$ cat src/rtl/bottleneck_pkg.sv
// ============================================================
// bottleneck_pkg : shared sizes, FSM states and widths for bottleneck_split
// Revision: 1.0
// ============================================================
`default_nettype none

package bottleneck_pkg;

  localparam int DW = 64;
  localparam int AW = 64;

  localparam logic [1:0] SIZ_BYTE  = 2'd0;
  localparam logic [1:0] SIZ_HALF  = 2'd1;
  localparam logic [1:0] SIZ_WORD  = 2'd2;
  localparam logic [1:0] SIZ_DWORD = 2'd3;

  localparam logic [1:0] ST_IDLE = 2'd0;
  localparam logic [1:0] ST_BUS  = 2'd1;
  localparam logic [1:0] ST_DONE = 2'd2;

endpackage

`default_nettype wire

$ cat src/rtl/bottleneck_ext.sv
// ============================================================
// bottleneck_ext : 64-bit sign/zero extension by access size
// Revision: 1.0
// ============================================================
`default_nettype none

module bottleneck_ext
  import bottleneck_pkg::*;
(
  input  logic [DW-1:0] data,
  input  logic [1:0]    siz,
  input  logic          is_signed,
  output logic [DW-1:0] ext
);

  always_comb begin
    ext = data;
    case (siz)
      SIZ_BYTE: ext = {{56{is_signed & data[7]}},  data[7:0]};
      SIZ_HALF: ext = {{48{is_signed & data[15]}}, data[15:0]};
      SIZ_WORD: ext = {{32{is_signed & data[31]}}, data[31:0]};
      default:  ext = data;
    endcase
  end

endmodule

`default_nettype wire

$ cat src/rtl/bottleneck_split.sv
// ============================================================
// bottleneck_split : splits 64-bit master accesses into SDW-bit slave beats
// Revision: 1.0
// ============================================================
`default_nettype none

module bottleneck_split
  import bottleneck_pkg::*;
#(
  parameter int SDW = 16
) (
  input  logic           clk_i,
  input  logic           reset_i,
  input  logic [AW-1:0]  m_adr_i,
  input  logic           m_cyc_i,
  input  logic [DW-1:0]  m_dat_i,
  input  logic           m_signed_i,
  input  logic [1:0]     m_siz_i,
  input  logic           m_stb_i,
  input  logic           m_we_i,
  output logic           m_ack_o,
  output logic [DW-1:0]  m_dat_o,
  output logic [AW-1:0]  s_adr_o,
  output logic           s_cyc_o,
  output logic           s_signed_o,
  output logic [1:0]     s_siz_o,
  output logic           s_stb_o,
  output logic           s_we_o,
  output logic [SDW-1:0] s_dat_o,
  input  logic           s_ack_i,
  input  logic [SDW-1:0] s_dat_i
);

  localparam int SBYTES  = SDW / 8;
  localparam int SMAXSIZ = $clog2(SBYTES);
  localparam int BW      = $clog2(DW / SDW);
  localparam logic [1:0] SMAX = 2'(SMAXSIZ);

  logic [1:0]    state;
  logic [AW-1:0] adr;
  logic [DW-1:0] dat;
  logic [DW-1:0] acc;
  logic [DW-1:0] ext;
  logic [1:0]    siz;
  logic          sgn;
  logic          we;
  logic [BW-1:0] beat;
  logic [BW-1:0] last_beat;
  logic          split;
  logic          in_bus;
  logic          in_done;

  assign split = (siz > SMAX);

  // Beats needed minus one: 2^(siz-SMAXSIZ)-1 for wide accesses, else a single beat.
  always_comb begin
    last_beat = '0;
    if (split)
      last_beat = BW'((32'd1 << (siz - SMAX)) - 32'd1);
  end

  always_ff @(posedge clk_i) begin
    if (reset_i) begin
      state <= ST_IDLE;
      adr   <= '0;
      dat   <= '0;
      acc   <= '0;
      siz   <= '0;
      sgn   <= 1'b0;
      we    <= 1'b0;
      beat  <= '0;
    end else begin
      case (state)
        ST_IDLE: begin
          if (m_cyc_i && m_stb_i) begin
            adr   <= m_adr_i;
            dat   <= m_dat_i;
            siz   <= m_siz_i;
            sgn   <= m_signed_i;
            we    <= m_we_i;
            beat  <= '0;
            acc   <= '0;
            state <= ST_BUS;
          end
        end
        ST_BUS: begin
          if (!m_cyc_i) begin
            state <= ST_IDLE;
          end else if (s_ack_i) begin
            acc[int'(beat)*SDW +: SDW] <= s_dat_i;
            if (beat == last_beat)
              state <= ST_DONE;
            else
              beat <= beat + BW'(1);
          end
        end
        ST_DONE: state <= ST_IDLE;
        default: state <= ST_IDLE;
      endcase
    end
  end

  assign in_bus  = (state == ST_BUS);
  assign in_done = (state == ST_DONE);

  // Slave side is decoded purely from state and latched request fields.
  assign s_cyc_o    = in_bus;
  assign s_stb_o    = in_bus;
  assign s_adr_o    = in_bus ? (adr + AW'(int'(beat) * SBYTES)) : '0;
  assign s_dat_o    = in_bus ? dat[int'(beat)*SDW +: SDW] : '0;
  assign s_siz_o    = in_bus ? (split ? SMAX : siz) : '0;
  assign s_we_o     = in_bus & we;
  assign s_signed_o = sgn;

  assign m_ack_o = in_done & m_cyc_i;
  assign m_dat_o = (in_done && !we) ? ext : '0;

  bottleneck_ext u_ext (
    .data      (acc),
    .siz       (siz),
    .is_signed (sgn),
    .ext       (ext)
  );

endmodule

`default_nettype wire
$ cat config.mk
export PLATFORM = sky130hd
export DESIGN_NAME = bottleneck_split
export DESIGN_NICKNAME = d
export VERILOG_FILES = /design/src/rtl/bottleneck_pkg.sv /design/src/rtl/bottleneck_ext.sv /design/src/rtl/bottleneck_split.sv
export SDC_FILE = /design/constraint.sdc
export NUM_CORES = 1
export LEC_CHECK = 0
export ABC_AREA = 1
export ABC_CLOCK_PERIOD_IN_PS = 5100
export BUFFER_PORTS_ARGS = -buffer_cell sky130_fd_sc_hd__buf_2
export CORE_UTILIZATION = 55
export CTS_CLUSTER_DIAMETER = 40
export DETAILED_ROUTE_END_ITERATION = 8
export GPL_TIMING_DRIVEN = 0
export MAX_ROUTING_LAYER = met4
export PLACE_DENSITY = 0.93
export SLEW_MARGIN = 20
export SYNTH_ARGS = -nofsm -noshare
export SYNTH_HDL_FRONTEND = slang
export SYNTH_SLANG_ARGS = --single-unit
$ cat constraint.sdc
create_clock -name clk_i -period 5.1 [get_ports clk_i]
set_input_delay 1.02 -clock clk_i [delete_from_list [all_inputs] [get_ports clk_i]]
set_output_delay 1.02 -clock clk_i [all_outputs]
set_load 0.03 [all_outputs]
# After elaboration in Yosys (flattened, before gate mapping)
# Cells that the tools add are included.
[op_classes]
n_addsub = 5
multipliers = 0
n_div = 0
order_cmp = 1
n_eq_ne = 11
n_shift = 4
mux = 22
n_bitwise = 5
n_reduce_logical = 10
[op_table]
columns = ["op", "count"]
rows = [
  ["64-bit 2-to-1 mux", 5],
  ["64-bit one-hot mux with 3 select lines", 1],
  ["64-bit one-hot mux with 2 select lines", 1],
  ["64-bit by 3-bit adder with 64-bit output", 1],
  ["64-bit bitwise mux", 1],
  ["16-bit by 33-bit variable shift with 64-bit output, first input constant", 1],
  ["16-bit by 33-bit variable part select with 64-bit output", 1],
  ["64-bit by 7-bit variable part select with 16-bit output", 1],
  ["6-bit negation with 33-bit output", 1],
  ["2-bit 2-to-1 mux", 11],
  ["16-bit 2-to-1 mux", 1],
  ["2-bit != test, second input constant", 4],
  ["2-bit one-hot mux with 2 select lines", 2],
  ["1-bit bitwise AND", 5],
  ["5-bit AND reduction", 1],
  ["2-bit by 1-bit equality test with 1-bit output, second input constant", 2],
  ["2-bit equality test, second input constant", 2],
  ["2-bit logical NOT", 2],
  ["4-bit AND reduction", 1],
  ["2-bit by 1-bit subtractor with 2-bit output, second input constant", 2],
  ["3-bit by 2-bit != test with 1-bit output, second input constant", 1],
  ["3-bit != test, second input constant", 1],
  ["3-bit AND reduction", 1],
  ["2-bit by 1-bit adder with 2-bit output, second input constant", 1],
  ["7 further kinds", 8],
]
[word_totals]
reg_bits = 200
latchBits = 0
ram_bits = 0
mem_bits_ro = 0
in_bits = 153
out_inout_bits = 151
word_cells = 66
memories = 0

# Depth between registers and ports, before layout
[depth]
word_depth = 9
depth_mapped = 11
ltp_nobuf = 11

# Modules after synthesis
# Synthesis repeated with hierarchy kept, for this count alone.
[hier_totals]
hier_cells = 1923
hier_area_um2 = 11637.4
[modules_own_cells]
columns = ["mod", "n_inst", "cells_each", "area_each_um2", "seq_area_each_um2"]
rows = [
  ["bottleneck_split", 1, 1768, 10792.9, 4003.8],
  ["bottleneck_ext", 1, 155, 844.6, 0.0],
]

# Worst setup path before layout
# No wires, ideal clock.
[synth_path]
path_type = "flip-flop to output port"
startpoint = "reg beat[0]"
endpoint = "out s_adr_o[7]"
arrival_ps = 1956
required_ps = 4080
slack_ps = 2124
path_stages_with_launch = 9
path_buffers = 0
cell_sequence = "dfxtp_1 ha_1 fa_1 nand2_2 nor2_2 nand2_2 inv_1 nor2_1 a211oi_1"
[synth_via]
elab_chain_cells = 2
[synth_lines]
columns = ["element", "line", "rtl"]
rows = [
  ["from (decl)", "bottleneck_split.sv:47", "logic [BW-1:0] beat;"],
  ["from (signal assigned)", "bottleneck_split.sv:94", "beat <= beat + BW'(1);"],
  ["64-bit by 3-bit adder with 64-bit output", "bottleneck_split.sv:109", "assign s_adr_o = in_bus ? (adr + AW'(int'(beat) * SBYTES)) : '0;"],
  ["64-bit 2-to-1 mux", "bottleneck_split.sv:109", ""],
  ["to (decl)", "bottleneck_split.sv:23", "output logic [AW-1:0] s_adr_o,"],
]
# No other way between the ends.

# Worst setup path after layout
[layout_path]
startpoint = "reg beat[0]"
endpoint = "out s_adr_o[49]"
# Same word-level chain as after synthesis.

==> impl_results.md <==
* Clk root buf: clkbuf_16
* Xor/xnor share of the synthesized area at 1.44%
* CP max stage delay at 0.48 ns
* Initial DRC count at 1,183
* Synthesized area at about 11,000 µm²
* Final core utilization at 69.0%
* Most used DFF post-synth: dfxtp_1
* Max_cap viols at 0
* Async S/R FF share, synth at 0%
* Die Wd at 143 µm
* Maximum clock rate at 246 MHz
* Drt via density at 5.52
* Static Leakage at between 5 and 6 nW
* DRT Wirelength at 39.9 mm
* CORE AREA at 19,500 µm²
* Rows at between 50 and 60
* Wirelength per Cell at about 17 µm
* Overall Global Routing Usage at 39.9%
* Min-delay worst type: register to register
* Final #Nets at 2,275
* Layout Skew at 0.0144 ns
* Crit-path cells: ha_1, fa_1, nand2_2, nor2_2, nand2_2, nor2_1, nand3_1, xor2_1, nor2_1, buf_2
* Hold Slack at approximately 0.47 ns
* Setup violation total in the final timing report at 0
* Clk buf depth at 2
* Outcome: completed
* Post-Syn Nets at 1,955
* Distinct cell type count after synthesis at 39
* Worst slew pin tran at approximately 0.73 ns
* Post-Synth Simple-Gate Area at 37.6%
* Post-CTS setup buffers at 0
* Slew headroom at 51.1%
* Worst path bufs/invs at 1
* Die height at 143 µm
* Fin. Hold Viols at 0
* Die ar. at 20,500 µm²
* Worst EP required at 4.08 ns
* First-pass GRT wire length at 60.2 mm
* Largest net degree at the start of global routing at 23
* I/O pin count at 304
* Startpoint Class: register
* Min cycle time layout at just over 4 ns
* Synth Area per Inst at around 6 µm²
* Vias in the first global route at approximately 12,000
* Gpl congestion at 1.06
* Yosys reg bits at 200
* Fin crit share at 79.7%
* Residual DRC at 0
* Adder-cell share of the synthesized area at 0.867%
* Critical Path Slowest Stage Cell: dfxtp_1
* Initial antenna violation count at 3
* Pwr per Cell Area at around 280 nW/µm²
* Worst slack, placed at 1.56 ns
* Register area share after synthesis at 36.5%
* Fraction of layout cells with a size suffix above 1 at roughly a fifth
* Compound-Gate Fraction of Synth Area at 16.0%
* DR vias at 13,200
* Final ANT Viol Nets at 0
* Cts repair resizes at 0
* CTS Buf Count at 17
* Final WS setup at 1.04 ns
* Clock Latency Late Sink at 0.45 ns
* Clock sink count at 200
* Post-Syn Instances at 1,795
* Worst EP arrival at 3.04 ns
* Post-DP HPWL at 31.4 mm
* Largest family of logic cells by synthesized area: simple AND/OR/NAND/NOR gates
* Reg clk slew, reported paths at 0.08 ns
* Area grow syn2layout at 22.9%
* Setup TNS at 0 ns
* Htree depth at 4
* CTS tree: built
* Post-synth EDFFs at 0
* Post-cts hold buffer count at 0
* Multiplexer area fraction after synthesis at 0%
* Worst reg-to-reg setup slack at 2.11 ns
* Max-slew violations at 0
* Critical path capture point type: primary output
* Pre-antenna DRT Iters at 6
* Gr ovfl total at 0
* Worst Path Max Fanout at 6
* Synth Warn # at 0
* WS Path Type: register to primary output
* Initial core utilization at a little under three fifths
* Peak VDD IR at 0.000218 V
* Family with the most delay on the worst path: simple AND/OR/NAND/NOR gates
* Port Buffers at approximately 300
* Unrepaired setup endpoints after global routing: no
## Yosys cell counts, types with 8 or more instances
master,number,area share (%)
inv_1,88,3.0
a21oi_1,106,4.8
o21ai_0,222,10
buf_2,31,1.4
inv_2,8,0.27
nand3_1,78,3.6
buf_1,8,0.27
nand2_2,8,0.46
nor2_1,639,22
clkbuf_1,54,1.8
nor3_1,12,0.55
dfxtp_1,200,37
nand2_1,259,8.9
xor2_1,16,1.3
## sequential cells by signal (all words and copies together) (netlist names)
signal and count:
state 2, dat 64, beat 2, s_signed_o 1
we 1, siz 2, adr 64, acc 64
## per-stage QoR
stage                     cell area [µm²]  total power, W  instances
after floorplan                     11000         0.00210       1795
after global placement              12800         0.00230       2361
after detailed placement            12800         0.00232       2361
after CTS                           13500         0.00379       2393
after global routing                13500         0.00394       2396
final                               13500         0.00382       2399
## metal layers
| layer | vias to the layer above | share of wire (%) | GRT usage (%) |
|---|---|---|---|
| met5 | - | 0 | - |
| met4 | 0 | 4.5 | 18.5 |
| met3 | 136 | 9.8 | 4.83 |
| met2 | 836 | 45 | 63.5 |
| met1 | 5920 | 41 | 50.4 |
| li1 | 6352 | - | - |
## path summary, 6_finish.rpt
| kind | start | endpoint | depth (start not counted) |
|---|---|---|---|
| worst min register to register | acc[6] | acc[6] | 2 |
| worst max register to register | beat[1] | acc[55] | 10 |
| worst max-delay path | beat[0] | s_adr_o[49] | 10 |
| worst min-delay path | acc[6] | acc[6] | 2 |
## worst reg2reg max path, cell delays in order, from the launching register on
cell	delay, ns
dfxtp_1	0.49
buf_2	0.30
clkinv_1	0.26
buf_1	0.35
ha_1	0.45
inv_1	0.11
nand3_1	0.25
buf_2	0.28
nor2_1	0.06
o21ai_0	0.26
nor2_1	0.08
## kinds of logic after synthesis
kind of cell               count (synthesis)
DFF                                      200
adders and majority gates                  7
AOI/OAI and AO/OA                        343
xor gates and xnor gates                  18
buffers and inverters                    200
and+or+nand+nor                         1026
other                                      1
## cell usage in the layout (no fill, tap or decap), drive strengths merged
cell type	count
nor2	648
buf	349
nand2	268
o21ai	226
dfxtp	200
inv	107
a21oi	106
nand3	79
clkbuf	71
nor3	17
xor2	16
nand4	7
diode	6
ha	6
and2	5
o21a	4
clkinv	4
o21bai	3
xnor2	2
a31oi	2
bufinv	2
o211ai	1
nand3b	1
a211oi	1
nor4	1
fa	1
conb	1
## cell type report
class	count	area [µm²]
fill	1849	6050
clock buffer	17	425
timing repair buffer	301	1510
antenna	6	15.0
tap	265	332
sequential	200	4000
inverter	98	368
clock inverter	15	231
buffer	102	463
multi-input combinational	1395	6130
## report_power, final
part / internal [W] / switching, W / total (W)
Sequential: 0.00166 / 0.0000816 / 0.00174
Clock: 0.000778 / 0.000735 / 0.00151
Combinational: 0.000187 / 0.000378 / 0.000565
Total: 0.00262 / 0.00119 / 0.00382
No activity file was read; power rests on OpenSTA's default activity.
